==> config.mk <==
export PLATFORM = sky130hd
export DESIGN_NAME = const_seq_ctrl
export DESIGN_NICKNAME = d
export VERILOG_FILES = /design/src/rtl/const_seq_ctrl.sv
export SDC_FILE = /design/constraint.sdc
export NUM_CORES = 1
export LEC_CHECK = 0
export CORE_MARGIN = 4
export CORE_UTILIZATION = 52
export CTS_CLUSTER_SIZE = 20
export DETAILED_ROUTE_END_ITERATION = 16
export GPL_TIMING_DRIVEN = 0
export PLACE_DENSITY = 0.88
export SETUP_SLACK_MARGIN = 0.3
export SLEW_MARGIN = 0
export SYNTH_ARGS = -nofsm -noshare
export SYNTH_HDL_FRONTEND = slang
export SYNTH_SLANG_ARGS = --single-unit
export TNS_END_PERCENT = 5
==> constraint.sdc <==
create_clock -name clk -period 1.84 [get_ports clk]
set_input_delay 0.368 -clock clk [delete_from_list [all_inputs] [get_ports clk]]
set_output_delay 0.368 -clock clk [all_outputs]
set_load 0.01 [all_outputs]
==> src/rtl/const_seq_ctrl.sv <==
// Sequencer for a constant-step accumulator: clears it, enables it for n cycles,
// then compares the accumulator value against the locally tracked expected sum.
module const_seq_ctrl #(
  parameter int WIDTH = 16,
  parameter int STEP  = 5,
  parameter int NW    = 8
) (
  input  logic             clk,
  input  logic             rst,
  input  logic             start,
  input  logic [NW-1:0]    n,
  input  logic             abort,
  input  logic [WIDTH-1:0] c_in,
  output logic             conen,
  output logic             conclr,
  output logic             busy,
  output logic             done,
  output logic             err,
  output logic [WIDTH-1:0] result
);

  typedef enum logic [2:0] {
    S_IDLE  = 3'd0,
    S_CLEAR = 3'd1,
    S_RUN   = 3'd2,
    S_CHECK = 3'd3,
    S_DONE  = 3'd4,
    S_ABORT = 3'd5
  } state_t;

  localparam logic [WIDTH-1:0] STEP_W = WIDTH'(STEP);

  state_t           state_q,  state_d;
  logic [NW-1:0]    cnt_q,    cnt_d;
  logic [WIDTH-1:0] exp_q,    exp_d;
  logic [WIDTH-1:0] result_q, result_d;
  logic             err_q,    err_d;
  logic             conen_q,  conen_d;
  logic             conclr_q, conclr_d;
  logic             busy_q,   busy_d;
  logic             done_q,   done_d;

  // Next-state, counter, expected-sum and check capture logic.
  always_comb begin
    state_d  = state_q;
    cnt_d    = cnt_q;
    exp_d    = exp_q;
    result_d = result_q;
    err_d    = err_q;
    case (state_q)
      S_IDLE: begin
        if (start) begin
          state_d = S_CLEAR;
          cnt_d   = n;
          err_d   = 1'b0;
          exp_d   = {WIDTH{1'b0}};
        end else begin
          state_d = S_IDLE;
        end
      end
      S_CLEAR: begin
        if (abort) begin
          state_d = S_ABORT;
        end else if (cnt_q == {NW{1'b0}}) begin
          state_d = S_CHECK;
        end else begin
          state_d = S_RUN;
        end
      end
      S_RUN: begin
        if (abort) begin
          state_d = S_ABORT;
        end else begin
          cnt_d = cnt_q - {{(NW-1){1'b0}}, 1'b1};
          exp_d = exp_q + STEP_W;
          // cnt_q is never zero here, so the last RUN cycle sees one.
          if (cnt_q == {{(NW-1){1'b0}}, 1'b1}) begin
            state_d = S_CHECK;
          end else begin
            state_d = S_RUN;
          end
        end
      end
      S_CHECK: begin
        if (abort) begin
          state_d = S_ABORT;
        end else begin
          state_d  = S_DONE;
          result_d = c_in;
          err_d    = (c_in != exp_q);
        end
      end
      S_DONE: begin
        if (abort) begin
          state_d = S_ABORT;
        end else begin
          state_d = S_IDLE;
        end
      end
      S_ABORT: state_d = S_IDLE;
      default: state_d = S_IDLE;
    endcase
  end

  // Moore outputs are decoded from the next state so they register with it.
  always_comb begin
    conen_d  = (state_d == S_RUN);
    conclr_d = (state_d == S_CLEAR) || (state_d == S_ABORT);
    busy_d   = (state_d != S_IDLE);
    done_d   = (state_d == S_DONE);
  end

  // State and registered outputs; reset forces a quiet idle immediately.
  always_ff @(posedge clk or posedge rst) begin
    if (rst) begin
      state_q  <= S_IDLE;
      cnt_q    <= {NW{1'b0}};
      exp_q    <= {WIDTH{1'b0}};
      result_q <= {WIDTH{1'b0}};
      err_q    <= 1'b0;
      conen_q  <= 1'b0;
      conclr_q <= 1'b0;
      busy_q   <= 1'b0;
      done_q   <= 1'b0;
    end else begin
      state_q  <= state_d;
      cnt_q    <= cnt_d;
      exp_q    <= exp_d;
      result_q <= result_d;
      err_q    <= err_d;
      conen_q  <= conen_d;
      conclr_q <= conclr_d;
      busy_q   <= busy_d;
      done_q   <= done_d;
    end
  end

  assign conen  = conen_q;
  assign conclr = conclr_q;
  assign busy   = busy_q;
  assign done   = done_q;
  assign err    = err_q;
  assign result = result_q;

endmodule

# ---- Yosys cells after proc, flatten, opt, wreduce, memory -nomap -nowiden
# Cells that the tools add are included.
dict set report word_totals {
  reg_bits 48
  in_bits 28
  out_inout_bits 21
  wordCells 51
}
dict set report op_classes {
  add_sub_neg 2
  eq_ne 13
  mux 17
  n_bitwise 1
  reduce_logical 9
}
# cell count
set op_table {}
lappend op_table {{two-way mux 16 bit} 2}
lappend op_table {{case mux 16 bit (2 select lines)} 1}
lappend op_table {{adder 16 x 3 -> 16 bit, second input constant} 1}
lappend op_table {{two-way mux 8 bit} 2}
lappend op_table {{!= test 16 bit} 1}
lappend op_table {{case mux 8 bit (2 select lines)} 1}
lappend op_table {{case mux 3 bit (5 select lines)} 1}
lappend op_table {{== test 3 x 2 -> 1 bit, second input constant} 3}
lappend op_table {{== test 3 bit, second input constant} 3}
lappend op_table {{two-way mux 3 bit} 3}
lappend op_table {{== test 8 x 1 -> 1 bit, second input constant} 1}
lappend op_table {{logical NOT 8 bit} 1}
lappend op_table {{subtractor 8 x 1 -> 8 bit, second input constant} 1}
lappend op_table {{== test 3 x 1 -> 1 bit, second input constant} 2}
lappend op_table {{two-way mux 1 bit} 6}
lappend op_table {{!= test 2 bit, second input constant} 3}
lappend op_table {{AND reduction 3 bit} 2}
lappend op_table {{nonzero test 2 bit} 2}
lappend op_table {{logical NOT 3 bit} 1}
lappend op_table {{nonzero test 3 bit} 1}
lappend op_table {{case mux 1 bit (2 select lines)} 1}
lappend op_table {{AND reduction 2 bit} 1}
lappend op_table {{logical OR 1 bit} 1}
lappend op_table {{NOT 1 bit} 1}

# ---- Logic depth before layout (Yosys ltp)
dict set report depth {
  word_depth 6
  mapped_depth 7
}

# ---- Least setup slack after synthesis
# OpenSTA, ideal clock, no wires.
dict set report synth_path {
  path_type {input to register}
  start {in abort}
  end {reg exp_q[9]}
  arrival_time_ps 1587
  setup_slack_ps 175
  stages 5
  path_cell_list {buf_4 > nand2b_4 > a2111o_1 > or3_1 > a21oi_1}
}
dict set report synth_between {
  elab_chain_len 2
}
# item line
set synth_rtl {}
lappend synth_rtl {{from (decl)} 12} ;# input logic abort,
lappend synth_rtl {{!= test 2 bit (no line)} n/a}
lappend synth_rtl {{AND reduction 3 bit (no line)} n/a}
lappend synth_rtl {{to (signal assigned)} 118} ;# exp_q <= {WIDTH{1'b0}};
lappend synth_rtl {{to (signal assigned)} 128} ;# exp_q <= exp_d;
lappend synth_rtl {{to (decl)} 35} ;# logic [WIDTH-1:0] exp_q, exp_d;
# Every way passes these cells.
# A chain may end at the register's enable or synchronous reset.

# ---- Worst setup path in the final report
dict set report layout_path {
  start {reg state_q[2]}
  end {reg result_q[8] (netlist: result[8])}
}
dict set report layout_between {
  elab_chain_len 2
}
# item line
set layout_rtl {}
lappend layout_rtl {{from (decl)} 33} ;# state_t state_q, state_d;
lappend layout_rtl {{from (signal assigned)} 126} ;# state_q <= state_d;
lappend layout_rtl {{== test 3 x 2 -> 1 bit} 50} ;# case (state_q)
lappend layout_rtl {{AND reduction 2 bit (no line)} n/a}
lappend layout_rtl {{to (signal assigned)} 119} ;# result_q <= {WIDTH{1'b0}};
lappend layout_rtl {{to (signal assigned)} 129} ;# result_q <= result_d;
lappend layout_rtl {{to (decl)} 36} ;# logic [WIDTH-1:0] result_q, result_d;
# Every way passes these cells.

==> impl_results.md <==
* IO Port Bufs at 47
* Pwr/cell area at 1330 mW/mm^2
* Final Hold Vio Count at 0
* Setup CP Type: reg -> reg
* CTS tree: built
* Most common cell after layout, fill and taps aside: clkdlybuf4s50_1
* Placed cell areas at 0.00312 sq mm
* Clock slew at reported path FFs at 0.09 ns
* Layout area overhead at 34.2%
* Avg Cell Area, Syn at 10.5 sq um
* Synth area leaders: dfrtp_1 (47%), xnor2_1 (7.2%), mux2_2 (7.1%), a21oi_1 (4.5%), o21ai_0 (2.8%)
* Worst r2r dst: result[8]$_DFFE_PP0P_
* Via count at 2117
* Number of synthesized flops with an enable pin at 0
* WHS at roughly 0.30 ns
* First-pass GRT wire length at between 9000 and 10000 microns
* GPL Wtd Cong at 0.814
* Unrepaired setup endpoints after global routing: yes
* PnR worst setup slack at 0.115 ns
* Root buffer cell: clkbuf_8
* Ys async rst share at 1.00
* Max-cap check violation count at 0
* Lkg Pwr at 1.35 nW
* Pins over their slew limit at 0
* Top Metal Used: met4
* Clk_lat worst skew at 0.30 ns
* Initial Util at 0.539
* Skew final at 0.00783 ns
* Post-Route M1 WL at 2460 microns
* Vias/cell at 5.65
* Sink Count at 48
* Reg2reg start: state_q[2]$_DFF_PP0_
* Met2 wire len at 3070 microns
* F_max at 0.580 GHz
* HP Class: in -> async
* Final Util at 0.724
* Power after layout at between 4 and 5 mW
* Post-synth top area share at 0.472
* Rows at 25
* Final wirelength at 5890 microns
* Hold buffers post-CTS at 0
* Number of global-route vias before repair at between 2000 and 2500
* Critical path launch point type: flop
* Met3 WL at 296 microns
* DRC viols at 0
* Data required, critical path at 2.03 ns
* CP Capture Type: flop
* DP Worst Slack at -0.439 ns
* Top-Level Pins at between 40 and 50
* Routed WL per cell at 15.7 microns
* Syn nets at between 200 and 300
* Critical path fanouts, max at 10
* Syn Inst Count at around 240
* Buffer depth of the longest clock path at 2
* Synthesized flop and latch total at 48
* Final worst path period need at 1.73 ns
* Ys Warns at 0
* Most frequent cells in the layout: clkdlybuf4s50_1 (46), dfrtp_1 (44), a21oi_1 (22)
* Fillers at approximately 340
* Drt first pass iters at 4
* Largest net degree at the start of global routing at 41
* Die width at about 78 microns
* Overflow after GRT at 0
* Slew Limit Headroom at 0.635
* CP startpoint: state_q[2]$_DFF_PP0_
* ANT nets after route at 0
* Ant diodes at 0
* Die ar. at 0.00608 sq mm
* Final period utilization at 0.938
* Max rail drop VDD at 0.652 mV
* Crit path DAT at 1.91 ns
* Fin nets at 339
* Worst-case reg-to-reg path depth at 5
* Worst-Margin Slew at 0.534 ns
* Htree depth at 2
* Top_reg_cell synth: dfrtp_1
* Setup violators final at 0
* Layout cell share with drive strength beyond 1 at 0.221
* Post-Syn Area at between 0.002 and 0.003 sq mm
* Status: finished clean
* Worst R2R Setup Slack at 0.11 ns
* Chip height at 78.0 microns
* GR Util All Layers at 0.196
* Core Box Area at 0.00472 sq mm
* Largest area contributor in the netlist: dfrtp_1
* Antenna violations before repair at 0
* HPWL Detailed at 4110 microns
* DRT iter0 DRCs at 84
* Final instance area at approximately 0.0034 sq mm
* Setup crit end: result[8]$_DFFE_PP0P_
* Sequential share of the synthesized area at 0.472
* Synth cell types at 54
* Num CTS Buffers at 5
metrics by stage:
| step | std cells | TNS [ns] |
|---|---|---|
| floorplan | 242 | 0 |
| global placement | 356 | -34.19 |
| detailed placement | 357 | -6.43 |
| CTS | 369 | 0 |
| global route | 375 | 0 |
| finish | 375 | 0 |
critical path: stages, from the launching register on:
cell	delay, ns
dfrtp_1	0.42
nor2_1	0.21
and3_1	0.21
clkbuf_4	0.22
buf_4	0.21
mux2_2	0.35
power by group:
part / total (mW) / internal, mW / switching (mW) / leakage [nW]
combinational: 2.04 / 1.10 / 0.935 / 0.677
clock: 0.800 / 0.445 / 0.356 / 0.0614
sequential: 1.70 / 1.42 / 0.277 / 0.609
total: 4.54 / 2.97 / 1.57 / 1.35
registers in the layout, indices dropped and copies added, names as in the netlist:
name	count
state_q	3
done	1
conen	1
exp_q	16
busy	1
err	1
result	16
cnt_q	8
conclr	1
final cells by class:
class,instances,area (sq um),area share
plain buffers,12,78.8,0.0231
flip-flops and latches,48,1210,0.353
repair buffers,57,557,0.163
clock inverters,2,38.8,0.0113
well taps,67,83.8,0.0245
inverters,5,18.8,0.00549
clock buffers,6,82.6,0.0242
multi-input cells,178,1350,0.396
layer usage:
layer	global-route usage	up-vias
li1	-	1023
met1	0.235	1027
met2	0.348	59
met3	0.0441	8
met4	0.0594	0
met5	0	-
Yosys cell counts (3+ instances only):
cell,instances
a211oi_1,3
nand2_1,11
nor3_1,3
ha_1,4
nor2_1,12
nand3_1,6
a21oi_1,23
nand4_1,6
clkbuf_1,5
o31ai_1,3
dfrtp_1,48
or3_1,7
buf_2,3
inv_1,5
xnor2_1,21
mux2_2,16
o211ai_1,3
o21ai_0,14
nor2b_1,3
timing repair:
action / 4_1_cts / 5_1_grt
resized for setup: 12 / 27
gates cloned: 1 / 0
pin swaps: 8 / 8
endpoints found under the setup margin: 54 / 63
setup buffers: 3 / 6
cell families (layout without fill, tap and decap cells):
family                     after synthesis  count (layout)  share of synthesized area
AOI/OAI and AO/OA                       61              62                      0.148
xor gates and xnor gates                22              22                     0.0756
adders and majority gates                4               4                     0.0196
buffers and inverters                   17              82                     0.0314
DFF                                     48              48                      0.472
muxes                                   18              18                     0.0786
and+or+nand+nor                         72              72                      0.175
how the worst min path moves through the flow:
stage                             endpoint  slack, ns
floorplan             cnt_q[0]$_DFFE_PP0P_       0.51
global placement    result[15]$_DFFE_PP0P_       0.49
detailed placement   result[8]$_DFFE_PP0P_       0.49
CTS                        conen$_DFF_PP0_       0.30
global route               conen$_DFF_PP0_       0.31
finish                cnt_q[2]$_DFFE_PP0P_       0.30
Note: power is estimated with default switching activity, not from simulation.
